[src/rtl/buf_manager.sv]
// Wishbone-slave buffer allocator: round-robin allocation on a read of register 0,
// release on a write of register 0, with status registers for free count and bitmap.
module buf_manager #(
    parameter int ADDR_WIDTH = 32,
    parameter int DATA_WIDTH = 32,
    parameter int NUM_BUFS   = 4
) (
    input  logic                  clk,
    input  logic                  reset,
    input  logic [ADDR_WIDTH-1:0] wbs_address,
    input  logic [DATA_WIDTH-1:0] wbs_writedata,
    output logic [DATA_WIDTH-1:0] wbs_readdata,
    input  logic                  wbs_strobe,
    input  logic                  wbs_cycle,
    input  logic                  wbs_write,
    output logic                  wbs_ack,
    output logic [DATA_WIDTH-1:0] free_count,
    output logic                  alloc_fail,
    output logic                  release_err
);
    localparam int PTR_W = $clog2(NUM_BUFS);

    typedef enum logic {IDLE, ACK} state_t;

    state_t                state_q, state_d;
    logic [NUM_BUFS-1:0]   bitmap_q, bitmap_d;
    logic [PTR_W-1:0]      next_ptr_q, next_ptr_d;
    logic [DATA_WIDTH-1:0] rdata_q, rdata_d;
    logic [DATA_WIDTH-1:0] free_q, free_d;
    logic                  ack_q, ack_d;
    logic                  afail_q, afail_d;
    logic                  rerr_q, rerr_d;

    logic                  found;
    logic [PTR_W-1:0]      free_idx;
    int                    scan_idx;
    logic [PTR_W-1:0]      rel_idx;
    logic                  rel_in_range;
    logic                  unused_addr;

    function automatic logic [DATA_WIDTH-1:0] free_of(input logic [NUM_BUFS-1:0] bm);
        int n;
        n = NUM_BUFS;
        for (int i = 0; i < NUM_BUFS; i++) begin
            if (bm[i]) n = n - 1;
        end
        return DATA_WIDTH'(n);
    endfunction

    assign unused_addr  = ^{wbs_address[ADDR_WIDTH-1:4], wbs_address[1:0]};
    assign rel_idx      = wbs_writedata[PTR_W-1:0];
    assign rel_in_range = (wbs_writedata < DATA_WIDTH'(NUM_BUFS));

    // Round-robin search: first free index at or after next_ptr, wrapping.
    always_comb begin
        found    = 1'b0;
        free_idx = '0;
        scan_idx = 0;
        for (int k = 0; k < NUM_BUFS; k++) begin
            scan_idx = int'(next_ptr_q) + k;
            if (scan_idx >= NUM_BUFS) scan_idx = scan_idx - NUM_BUFS;
            if (!found && !bitmap_q[PTR_W'(scan_idx)]) begin
                found    = 1'b1;
                free_idx = PTR_W'(scan_idx);
            end
        end
    end

    always_comb begin
        state_d    = state_q;
        bitmap_d   = bitmap_q;
        next_ptr_d = next_ptr_q;
        rdata_d    = '0;
        ack_d      = 1'b0;
        afail_d    = 1'b0;
        rerr_d     = 1'b0;
        case (state_q)
            IDLE: begin
                if (wbs_cycle && wbs_strobe) begin
                    state_d = ACK;
                    ack_d   = 1'b1;
                    case (wbs_address[3:2])
                        2'd0: begin
                            if (wbs_write) begin
                                if (rel_in_range && bitmap_q[rel_idx]) bitmap_d[rel_idx] = 1'b0;
                                else                                   rerr_d = 1'b1;
                            end else if (found) begin
                                bitmap_d[free_idx] = 1'b1;
                                next_ptr_d = (free_idx == PTR_W'(NUM_BUFS - 1)) ? '0
                                                                                : free_idx + PTR_W'(1);
                                rdata_d    = DATA_WIDTH'(free_idx);
                            end else begin
                                rdata_d = '1;
                                afail_d = 1'b1;
                            end
                        end
                        2'd1:    if (!wbs_write) rdata_d = free_q;
                        2'd2:    if (!wbs_write) rdata_d = DATA_WIDTH'(bitmap_q);
                        default: ;
                    endcase
                end
            end
            default: state_d = IDLE;
        endcase
        free_d = free_of(bitmap_d);
    end

    // Bitmap, pointer and free count all move on the edge that enters ACK.
    always_ff @(posedge clk) begin
        if (reset) begin
            state_q    <= IDLE;
            bitmap_q   <= '0;
            next_ptr_q <= '0;
            rdata_q    <= '0;
            free_q     <= DATA_WIDTH'(NUM_BUFS);
            ack_q      <= 1'b0;
            afail_q    <= 1'b0;
            rerr_q     <= 1'b0;
        end else begin
            state_q    <= state_d;
            bitmap_q   <= bitmap_d;
            next_ptr_q <= next_ptr_d;
            rdata_q    <= rdata_d;
            free_q     <= free_d;
            ack_q      <= ack_d;
            afail_q    <= afail_d;
            rerr_q     <= rerr_d;
        end
    end

    assign wbs_readdata = rdata_q;
    assign wbs_ack      = ack_q;
    assign free_count   = free_q;
    assign alloc_fail   = afail_q;
    assign release_err  = rerr_q;
endmodule

[config.mk]
export PLATFORM = sky130hd
export DESIGN_NAME = buf_manager
export DESIGN_NICKNAME = d
export VERILOG_FILES = /design/src/rtl/buf_manager.sv
export SDC_FILE = /design/constraint.sdc
export NUM_CORES = 1
export LEC_CHECK = 0
export BUFFER_PORTS_ARGS = -buffer_cell sky130_fd_sc_hd__buf_2
export CAP_MARGIN = 20
export CORE_ASPECT_RATIO = 0.6
export CORE_MARGIN = 2
export CORE_UTILIZATION = 40
export CTS_CLUSTER_SIZE = 12
export DETAILED_ROUTE_END_ITERATION = 8
export PLACE_DENSITY = 0.77
export SLEW_MARGIN = 10
export SYNTH_ARGS = -nofsm -noshare
export SYNTH_HDL_FRONTEND = slang
export SYNTH_SLANG_ARGS = --single-unit
[constraint.sdc]
create_clock -name clk -period 3.6 [get_ports clk]
set_clock_uncertainty 0.1 [all_clocks]
set_input_delay 0.54 -clock clk [delete_from_list [all_inputs] [get_ports clk]]
set_output_delay 0.54 -clock clk [all_outputs]
set_load 0.05 [all_outputs]
# Word level (Yosys, flattened, before mapping)
# Index checks and enable logic that the tools add are counted.
[word_totals]
word_cells = 108
regBits = 73
input_bits = 69
output_inout_bits = 67
[classes]
bitwise_logic = 7
reduce_logical = 18
n_mux = 49
eq_ne = 3
magnitude_cmp = 13
n_addsub = 11
[op_table]
columns = ["cell", "count"]
rows = [
  ["$mux W32", 6],
  ["$pmux W32 S3", 1],
  ["$sub A32 B2 Y32 const B", 3],
  ["$lt A32 B3 Y1 const B", 1],
  ["$mux W4", 7],
  ["$mux W1", 18],
  ["$mux W2", 9],
  ["$lt A2 B4 Y1 const B", 4],
  ["$bmux W1 S2", 5],
  ["$reduce_or A5 Y1", 2],
  ["$ge A3 B3 Y1 const B", 3],
  ["$sub A2 B1 Y2 const B", 4],
  ["$logic_and A1 B1 Y1", 7],
  ["$add A2 B2 Y3 const B", 2],
  ["$lt A2 B3 Y1 const B", 2],
  ["$logic_not A1 Y1", 5],
  ["$reduce_and A5 Y1", 1],
  ["$and A4 B4 Y4", 1],
  ["$demux W1 S2", 2],
  ["$eq A2 B2 Y1 const B", 2],
  ["$ge A2 B1 Y1 const B", 2],
  ["$not A1 Y1", 4],
  ["$not A4 Y4", 1],
  ["$or A4 B4 Y4", 1],
  ["8 further kinds", 8],
]

# Depth between registers and ports, before layout
# Gate-level depths: netlist (run 1).
[logic_depth]
depth_word = 32
ltp_mapped = 14
mapped_depth_nobuf = 13

# Worst setup path before layout (run 1)
# No wires, ideal clock.
[synth_path]
path_kind = "input -> register"
start = "input port wbs_writedata[28]"
end = "register free_q[2], in the netlist free_count[2]"
setup_ns = 0.127
t_arrival_ns = 3.380
slack_ns = -0.007
n_path_buf = 1
cell_stages = 12
path_cell_list = "nor4_1 -> nand4_1 -> nor2_1 -> or4b_1 -> a22oi_1 -> inv_1 -> fa_1 -> inv_1 -> ha_1 -> clkbuf_1 -> a21oi_1 -> or3_1"
[synth_between]
elab_chain_len = 14
[synth_lines]
columns = ["element", "line_no", "rtl"]
rows = [
  ["start: declaration", "11", "input logic [DATA_WIDTH-1:0] wbs_writedata,"],
  ["$lt A32 B3 Y1 *", "52", "assign rel_in_range = (wbs_writedata < DATA_WIDTH'(NUM_BUFS));"],
  ["$logic_and A1 B1 Y1 *", "85", "if (rel_in_range && bitmap_q[rel_idx]) bitmap_d[rel_idx] = 1'b0;"],
  ["$mux W4 *", "85", ""],
  ["$mux W4 *", "84", "if (wbs_write) begin"],
  ["$mux W4 *", "82", "case (wbs_address[3:2])"],
  ["$mux W4 *", "79", "if (wbs_cycle && wbs_strobe) begin"],
  ["$mux W4 *", "77", "case (state_q)"],
  ["via bitmap_d[0]", "26", "logic [NUM_BUFS-1:0] bitmap_q, bitmap_d;"],
  ["$mux W3 *", "45", "if (bm[i]) n = n - 1;"],
  ["$sub A32 B2 Y32", "45", ""],
  ["$mux W32 *", "45", ""],
  ["$sub A32 B2 Y32", "45", ""],
  ["$mux W32 *", "45", ""],
  ["$sub A32 B2 Y32", "45", ""],
  ["$mux W32 *", "45", ""],
  ["end signal: assignment", "115", "free_q <= DATA_WIDTH'(NUM_BUFS);"],
  ["end signal: assignment", "124", "free_q <= free_d;"],
  ["end: declaration", "29", "logic [DATA_WIDTH-1:0] free_q, free_d;"],
]
# The timed path passes the listed nets; every way through them passes the cells marked *.
# A chain may end at the register's enable or synchronous reset.

# Worst setup path in the final report (run 1)
[layout_path]
start = "input port wbs_address[3]"
end = "register free_q[21], in the netlist free_count[21]"
[layout_between]
elab_chain_len = 11
[layout_lines]
columns = ["element", "line_no", "rtl"]
rows = [
  ["start: declaration", "10", "input logic [ADDR_WIDTH-1:0] wbs_address,"],
  ["$logic_not A2 Y1 *", "82", ""],
  ["$mux W4 *", "82", ""],
  ["$mux W4 *", "79", ""],
  ["$mux W4 *", "77", ""],
  ["via bitmap_d[0]", "26", ""],
  ["$mux W3 *", "45", ""],
  ["$sub A32 B2 Y32", "45", ""],
  ["$mux W32 *", "45", ""],
  ["$sub A32 B2 Y32", "45", ""],
  ["$mux W32 *", "45", ""],
  ["$sub A32 B2 Y32", "45", ""],
  ["$mux W32 *", "45", ""],
]
# Marked as above.

==> results of run 1 <==
where the power goes:
group          switching (mW)  internal, mW  total, mW
combinational          0.0384        0.0341     0.0725
sequential            0.00153         0.588      0.589
clock                   0.202         0.142      0.344
total                   0.242         0.763       1.01
kinds of logic (layout without fill, tap and decap cells):
logic type | after synthesis | after routing | share of synthesized area
AOI/OAI and AO/OA | 53 | 53 | 0.1549
xor gates and xnor gates | 1 | 1 | 0.003793
adders and majority gates | 9 | 9 | 0.05201
buffers and inverters | 35 | 140 | 0.09101
DFF | 53 | 53 | 0.4594
muxes | 5 | 5 | 0.03467
and+or+nand+nor | 75 | 75 | 0.2042
layout make-up:
cell class | count | area [um2] | area share
clock inverter | 3 | 26.28 | 0.008714
tap | 80 | 100.1 | 0.03320
inverter | 7 | 26.28 | 0.008714
timing repair buffer | 125 | 675.6 | 0.2241
multi-input combinational | 143 | 1057 | 0.3506
sequential | 53 | 1061 | 0.3519
clock buffer | 5 | 68.82 | 0.02282
metrics by stage:
| stage | utilization | std cells | setup TNS, ps |
|---|---|---|---|
| 4_1_cts | 0.5389 | 416 | 0 |
| 6_report | 0.5413 | 416 | 0 |
| 5_1_grt | 0.5413 | 416 | -36.92 |
| 2_1_floorplan | - | 231 | 0 |
| 3_5_place_dp | 0.5218 | 408 | -469.5 |
| 3_3_place_gp | 0.5218 | 408 | -227.1 |
routing by layer:
layer	vias to the layer above	wire (um)	GRT usage
met5	-	0	0
met1	959	2454	0.2364
met3	5	388	0.03356
met2	77	2542	0.2730
met4	0	58	0.05333
li1	1027	-	-
worst max-delay path, delay by kind of cell:
kind                     cells  cell delay, ps
AO/OA/AOI/OAI                2             350
adder cells (fa/ha/maj)      1             530
AND/OR/NAND/NOR              5            1920
buffers and inverters        2             200
state kept, by name (all words and copies together), names as in the netlist:
register / cells
free_count: 22
wbs_readdata: 22
release_err: 1
bitmap_q: 4
next_ptr_q: 2
wbs_ack: 1
alloc_fail: 1
how the worst max path moves through the flow:
stage	startpoint	to
2_1_floorplan	wbs_writedata[20]	free_count[2]$_SDFF_PP1_
3_3_place_gp	wbs_address[3]	free_count[31]$_SDFF_PP0_
3_5_place_dp	wbs_address[3]	free_count[3]$_SDFF_PP0_
4_1_cts	bitmap_q[0]$_SDFF_PP0_	free_count[21]$_SDFF_PP0_
5_1_grt	bitmap_q[1]$_SDFF_PP0_	free_count[21]$_SDFF_PP0_
6_report	wbs_address[3]	free_count[21]$_SDFF_PP0_
synth_stat cells (4+ instances only):
master     n  area [um2]
nor4_1     7       43.79
nand2_1   13       48.80
nor2_1    15       56.30
inv_1      7       26.28
ha_1       8       100.1
a31oi_1    4       25.02
a21o_1    15       112.6
dfxtp_1   53        1061
o22ai_1    9       56.30
buf_4     21       157.7
a21oi_1    8       40.04
and4_1    10       87.58
a22oi_1    7       52.55
clkbuf_1   6       22.52
==> results.cfg, run 1 <==
[clock_tree]
root_buffer = clkbuf_8
cts_hold_buf = 0
post-cts-setup-buffers = 0
htreeDepth = 2
cts.sink_count = 53
insertion_delay_ps = 310
cts_resized = 0
cts_tree = built
path_clk_slew_ps = 100
clock_path_buffers = 2
cts_buffers = 5

[setup_path]
timing.rr.start = bitmap_q[0]$_SDFF_PP0_
slowest_delay_ps = 530
r2r-end = free_count[21]$_SDFF_PP0_
worst_path_max_delay_cell = fa_1
ff2ff_path_depth = 10
required_ps = 3720
critical_path_class = in -> reg
worstPathMaxFanout = 9
path_cells = buf_2, or3b_1, or2_4, or4b_1, a22oi_2, inv_1, fa_1, or2_0, or3_1, o22ai_1
r2r_setup_slack_ps = 190
critPathLaunchType = primary input
arrival_ps = 3540
critPathCaptureType = register

[global_route]
grt_max_degree = 23
track_usage = 0.1722
antenna_found_initial = 0
grt_pass1_vias = 1886
overflow = 0
grt_pass1_wl_um = 8838

[power]
ir_drop_mv = 0.1655
total_power_mw = 1.006
p_per_area_nw_per_um2 = 333.5
leakage_nw = 1.573

[yosys]
synth_seq_cells = 53
synthCells = 231
synth_flop_cell = dfxtp_1
synthArstFlopShare = 0
avgSynthCellArea_um2 = 9.999
syn_nets = 309
synth_edf_count = 0
synth_warnings = 0
ys_types = 46
yosysSeqAreaShare = 0.4594
syn_area_um2 = 2310

[min_path]
holdCritStartpoint = free_count[10]$_SDFF_PP0_
hold_path_depth = 2
hp-class = reg -> reg
holdPathEnd = wbs_readdata[10]$_SDFF_PP0_

[timing]
tightest_slew_ps = 813.7
period_minus_slack_ps = 3418
slew_headroom = 0.4534
max_freq_mhz = 292.5
fin_ws_ps = 181.7
hold_viol = 0
maxSlewViolCount = 0
final.period_utilization = 0.9495
setup_viol = 0
hold_ws_ps = 356.1

[placed_design]
dpl.hpwl_um = 4211
dp_slack_ps = -73.91
port_buffers = 105
gp_congestion = 0.8224
place_area_um2 = 2907

[floorplanning]
pin_count = 136
die_y_um = 62.86
core_area_um2 = 5570
die_w_um = 102.1
start_util = 0.4146
core.rowCount = 21
die-area_um2 = 6418

[routing]
vias = 2068
wl_um = 5443
wl_per_cell_um = 13.08
avgViaCountPerCell = 4.971
drc = 0
first_iter_violations = 138
first_pass_iters = 4
ant_nets = 0

[finish]
layout_common_cells = buf_2, dfxtp_1, buf_4
antennaDiodeCount = 0
final_common_cell = buf_2
drive_gt1_frac = 0.4345
syn2layout_area_growth_pct = 30.55
finish.instance_area_um2 = 3015
fin_nets = 413
num-fill-cells = 521

[status]
status = finished, final reports clean

[job]
cap_violations = 0
No activity file was read; power rests on OpenSTA's default activity.
==> run 2, diff against run 1 <==
- CORE_MARGIN: 2 -> 5
- MAX_ROUTING_LAYER: not set -> met4
==> run 2 against run 1 <==
Net effect:
- critical path depth is 1 higher
- first-iteration DRC count down 8.7%
- global-route usage is 1.4 points lower
- routed wire length up 5.6%
- highest routed layer unchanged
- cell area increased by 0.75%
- maximum frequency is 3.1% higher
- non-clock buffer count grew 1
- power is 0.30% lower
- worst hold slack got worse by 1.8 ps
- flip-flop and latch count did not move
- critical path type unchanged
==> results.cfg, run 2 (synthesis gave the netlist of run 1 again) <==
[setup_path]
ff2ff_path_depth = 12
critPathLaunchType = primary input
cp_num_buf_inv = 2
slowest_delay_ps = 520
worst_path_max_delay_cell = or4b_1
critPathCaptureType = register
r2r_setup_slack_ps = 330
required_ps = 3720
arrival_ps = 3440
timing.rr.start = bitmap_q[1]$_SDFF_PP0_
worstPathMaxFanout = 3
crit_family = simple AND/OR/NAND/NOR gates
r2r-end = free_count[3]$_SDFF_PP0_
path_cells = buf_2, or3b_1, or2_4, or4b_1, a22oi_2, inv_1, fa_1, or2_0, nor2_2, o31ai_1, a211oi_1
critical_path_class = in -> reg

[global_route]
grt_pass1_vias = 1905
overflow = 0
grt_pass1_wl_um = 8804
track_usage = 0.1581
grt_max_degree = 23
antenna_found_initial = 0

[timing]
final.period_utilization = 0.9209
period_minus_slack_ps = 3315
maxSlewViolCount = 0
slew_headroom = 0.4992
max_freq_mhz = 301.6
hold_viol = 0
rsz0062_at_grt = no
tightest_slew_ps = 745.5
setup_viol = 0
hold_ws_ps = 354.4

[job]
cap_violations = 0

[finish]
ff_latch_area_um2 = 1062
num-fill-cells = 528
final_common_cell = buf_2
fin_util = 0.5428
fin_nets = 414
final_cells = 417
antennaDiodeCount = 0
drive_gt1_frac = 0.4421
multi_input_area_um2 = 1076
layout_common_cells = buf_2, dfxtp_1, buf_4
syn2layout_area_growth_pct = 31.53

[clock_tree]
cts_hold_buf = 0
post-cts-setup-buffers = 0
path_clk_slew_ps = 100
htreeDepth = 2
root_buffer = clkbuf_8
clock_path_buffers = 2
cts_tree = built
insertion_delay_ps = 310
cts.sink_count = 53
cts_buffers = 5

[status]
status = finished, final reports clean

[min_path]
hold_path_depth = 1
hp-class = reg -> reg
holdCritStartpoint = free_count[29]$_SDFF_PP0_
holdPathEnd = wbs_readdata[29]$_SDFF_PP0_

[floorplanning]
start_util = 0.4127
die_y_um = 68.86
die_w_um = 108.1
core.rowCount = 21
pin_count = 136
core_area_um2 = 5597
die-area_um2 = 7444

[power]
leakage_nw = 1.584
ir_drop_mv = 0.1647
p_per_area_nw_per_um2 = 330.1

[placed_design]
dpl.hpwl_um = 4512
port_buffers = 105
place_inst = 409
gp_congestion = 0.8322

[routing]
drc = 0
avgViaCountPerCell = 4.933
vias = 2057
wl_um = 5750
wl_per_cell_um = 13.79
ant_nets = 0
first_iter_violations = 126
first_pass_iters = 4
-- run 2: worst register-to-register path, cell delays in order, from the launching register on --
cell and delay, ps:
dfxtp_1 460, o21ai_0 140, a21o_1 200, a22oi_2 270, inv_1 110, ha_1 190, a22oi_1 250, inv_1 120
fa_1 510, or2_0 270, nor2_2 180, o31ai_1 110, a211oi_1 270
-- run 2: routing by layer --
| layer | GRT usage | vias up | wire length (um) |
|---|---|---|---|
| met4 | 0.04724 | 0 | 27 |
| met5 | - | - | 0 |
| met1 | 0.1979 | 958 | 2588 |
| li1 | - | 1028 | - |
| met2 | 0.2546 | 68 | 2694 |
| met3 | 0.04279 | 3 | 440 |
-- run 2: what timing repair did --
action	CTS	global route
gates resized for setup	1	6
endpoints found under the setup margin	1	10
pin swaps	0	0
-- run 2: cell type report --
| cell class | instances | area share |
|---|---|---|
| tap | 80 | 0.03295 |
| timing repair buffer | 126 | 0.2249 |
| clock buffer | 5 | 0.02265 |
| multi-input combinational | 143 | 0.3542 |
| clock inverter | 3 | 0.007002 |
| sequential | 53 | 0.3497 |
| inverter | 7 | 0.008649 |
-- run 2: stage by stage --
stage / setup TNS [ps] / setup WS [ps] / cell area [um2] / power [mW]
global placement: -134.7 / -21.80 / 2914 / 0.6736
CTS: 0 / 92.71 / 3010 / 1.008
finish: 0 / 284.7 / 3038 / 1.003
detailed placement: -695.5 / -153.2 / 2914 / 0.6768
global route: 0 / 63.26 / 3038 / 1.043
floorplan: 0 / 69.95 / 2315 / 0.6356
-- run 2: worst max-delay path by stage --
stage,end,cells after the start,startpoint
floorplan,free_count[2]$_SDFF_PP1_,12,wbs_writedata[20]
global placement,free_count[17]$_SDFF_PP0_,10,wbs_address[3]
detailed placement,free_count[3]$_SDFF_PP0_,11,wbs_address[3]
CTS,free_count[3]$_SDFF_PP0_,11,bitmap_q[0]$_SDFF_PP0_
global route,free_count[3]$_SDFF_PP0_,12,bitmap_q[1]$_SDFF_PP0_
finish,free_count[3]$_SDFF_PP0_,11,wbs_address[3]
-- run 2: power breakdown --
| group | leakage (nW) | switching [mW] | internal, mW |
|---|---|---|---|
| Clock | 0.0445 | 0.200 | 0.138 |
| Combinational | 1.11 | 0.0396 | 0.0351 |
| Sequential | 0.428 | 0.00149 | 0.588 |
| Total | 1.58 | 0.242 | 0.761 |
==> run 3, diff against run 2 <==
- CORE_UTILIZATION: 40 -> 45
- PLACE_DENSITY: 0.77 -> 0.82
- SLEW_MARGIN: 10 -> not set
- clock period: 3.6 -> 3.1 ns (I/O delays scaled with it)
==> run 3 against run 2 <==
Net effect:
- the flow now finishes with violations (setup timing)
- global-route usage is 3.5 points higher
- sequential share of layout area down 2.8 points
- flip-flop and latch count unchanged
- non-clock buffer count up 14
- final cell count grew 0.24%
- sequential power up 16%
- core utilization increased by 12 points
- routed wire length is 20% higher
- combinational power grew 50%
- power up 17%
- count of clock-buffer cells in the layout rose by 1
- critical endpoint is now free_count[5]$_SDFF_PP0_
- largest power group unchanged
==> results.cfg, run 3 (synthesis gave the netlist of run 1 again) <==
[job]
cap_violations = 0

[clock_tree]
clock_path_buffers = 2
path_clk_slew_ps = 100
cts_tree = built
insertion_delay_ps = 290
root_buffer = clkbuf_8
htreeDepth = 2
cts_hold_buf = 0
cts.sink_count = 53
cts_buffers = 5

[timing]
max_freq_mhz = 306.7
rsz0062_at_grt = yes
setup_tns_ps = -1786
slew_headroom = 0.3899
hold_viol = 0
setup_viol = 20
fin_ws_ps = -160.0
maxSlewViolCount = 0
final.period_utilization = 1.052
hold_ws_ps = 358.8
tightest_slew_ps = 908.2
period_minus_slack_ps = 3260

[global_route]
track_usage = 0.1927
antenna_found_initial = 0
grt_pass1_vias = 2093
grt_pass1_wl_um = 9867
grt_max_degree = 23
overflow = 0

[routing]
avgViaCountPerCell = 5.301
first_pass_iters = 4
drc = 0
wl_um = 6893
vias = 2216
first_iter_violations = 157
ant_nets = 0
wl_per_cell_um = 16.49

[finish]
multi_input_area_um2 = 1221
final_common_cell = buf_2
fin_util = 0.6600
ff_latch_area_um2 = 1061
fin_nets = 429
syn2layout_area_growth_pct = 43.01
layout_common_cells = buf_2, dfxtp_1, buf_4
drive_gt1_frac = 0.5284
final_cells = 418
antennaDiodeCount = 0
num-fill-cells = 383
finish.instance_area_um2 = 3303

[setup_path]
worstPathMaxFanout = 5
arrival_ps = 3390
required_ps = 3230
critPathLaunchType = primary input
critPathCaptureType = register
critical_path_class = in -> reg

[floorplanning]
core_area_um2 = 5005
core.rowCount = 20
die-area_um2 = 6713
die_w_um = 102.5
pin_count = 136
start_util = 0.4615
die_y_um = 65.50

[placed_design]
dpl.hpwl_um = 4770
gp_congestion = 0.9061
place_inst = 404
port_buffers = 105
place_area_um2 = 3022
dp_slack_ps = -440.7

[power]
total_power_mw = 1.177
leakage_nw = 1.680
p_per_area_nw_per_um2 = 356.3
ir_drop_mv = 0.1750

[min_path]
hp-class = reg -> reg

[status]
status = finished with violations
violations = setup timing
-- run 3: final cells by class --
class                   instances  share of cell area
multi-input cells             144              0.3697
flip-flops and latches         53              0.3212
clock inverters                 2            0.004545
clock buffers                   6             0.02197
repair buffers                140              0.2496
well taps                      66             0.02500
inverters                       7            0.007955
-- run 3: path summary, 6_finish.rpt --
path / cells after the start / slack, ps / endpoint / startpoint
max: 11 / -160 / free_count[5]$_SDFF_PP0_ / wbs_writedata[14]
min: 1 / 360 / wbs_readdata[26]$_SDFF_PP0_ / free_count[26]$_SDFF_PP0_
max reg2reg: 12 / 0 / free_count[5]$_SDFF_PP0_ / next_ptr_q[1]$_SDFFE_PP0P_
min reg2reg: 1 / 360 / wbs_readdata[26]$_SDFF_PP0_ / free_count[26]$_SDFF_PP0_
-- run 3: worst max-delay path, stage by stage --
cell     delay [ps]
buf_6           100
nor4_4          290
nand4_1         200
nor2_2          210
or4b_4          470
a22oi_2         250
inv_2            80
fa_2            490
or2_4           300
or3_4           430
o22ai_2         110
-- run 3: timing repair --
item                                    in CTS  in global routing
cloned                                       0                  2
pin swaps                                    9                 10
gates resized for setup                     11                 20
setup buffers                                4                  0
endpoints found under the hold margin        0                  0
endpoints found under the setup margin      11                 20
-- run 3: per-layer routing --
metal,vias up,routed length (um),track usage
li1,1057,-,-
met1,1042,2758,0.2283
met2,105,3410,0.3457
met3,12,610,0.03287
met4,0,113,0.03928
met5,-,0,-
-- run 3: power by group --
part	total [mW]	switching [mW]	internal (mW)	leakage, nW
Combinational	0.112	0.0583	0.0540	1.22
Clock	0.381	0.221	0.160	0.0374
Sequential	0.684	0.00160	0.682	0.427
Total	1.18	0.281	0.896	1.68
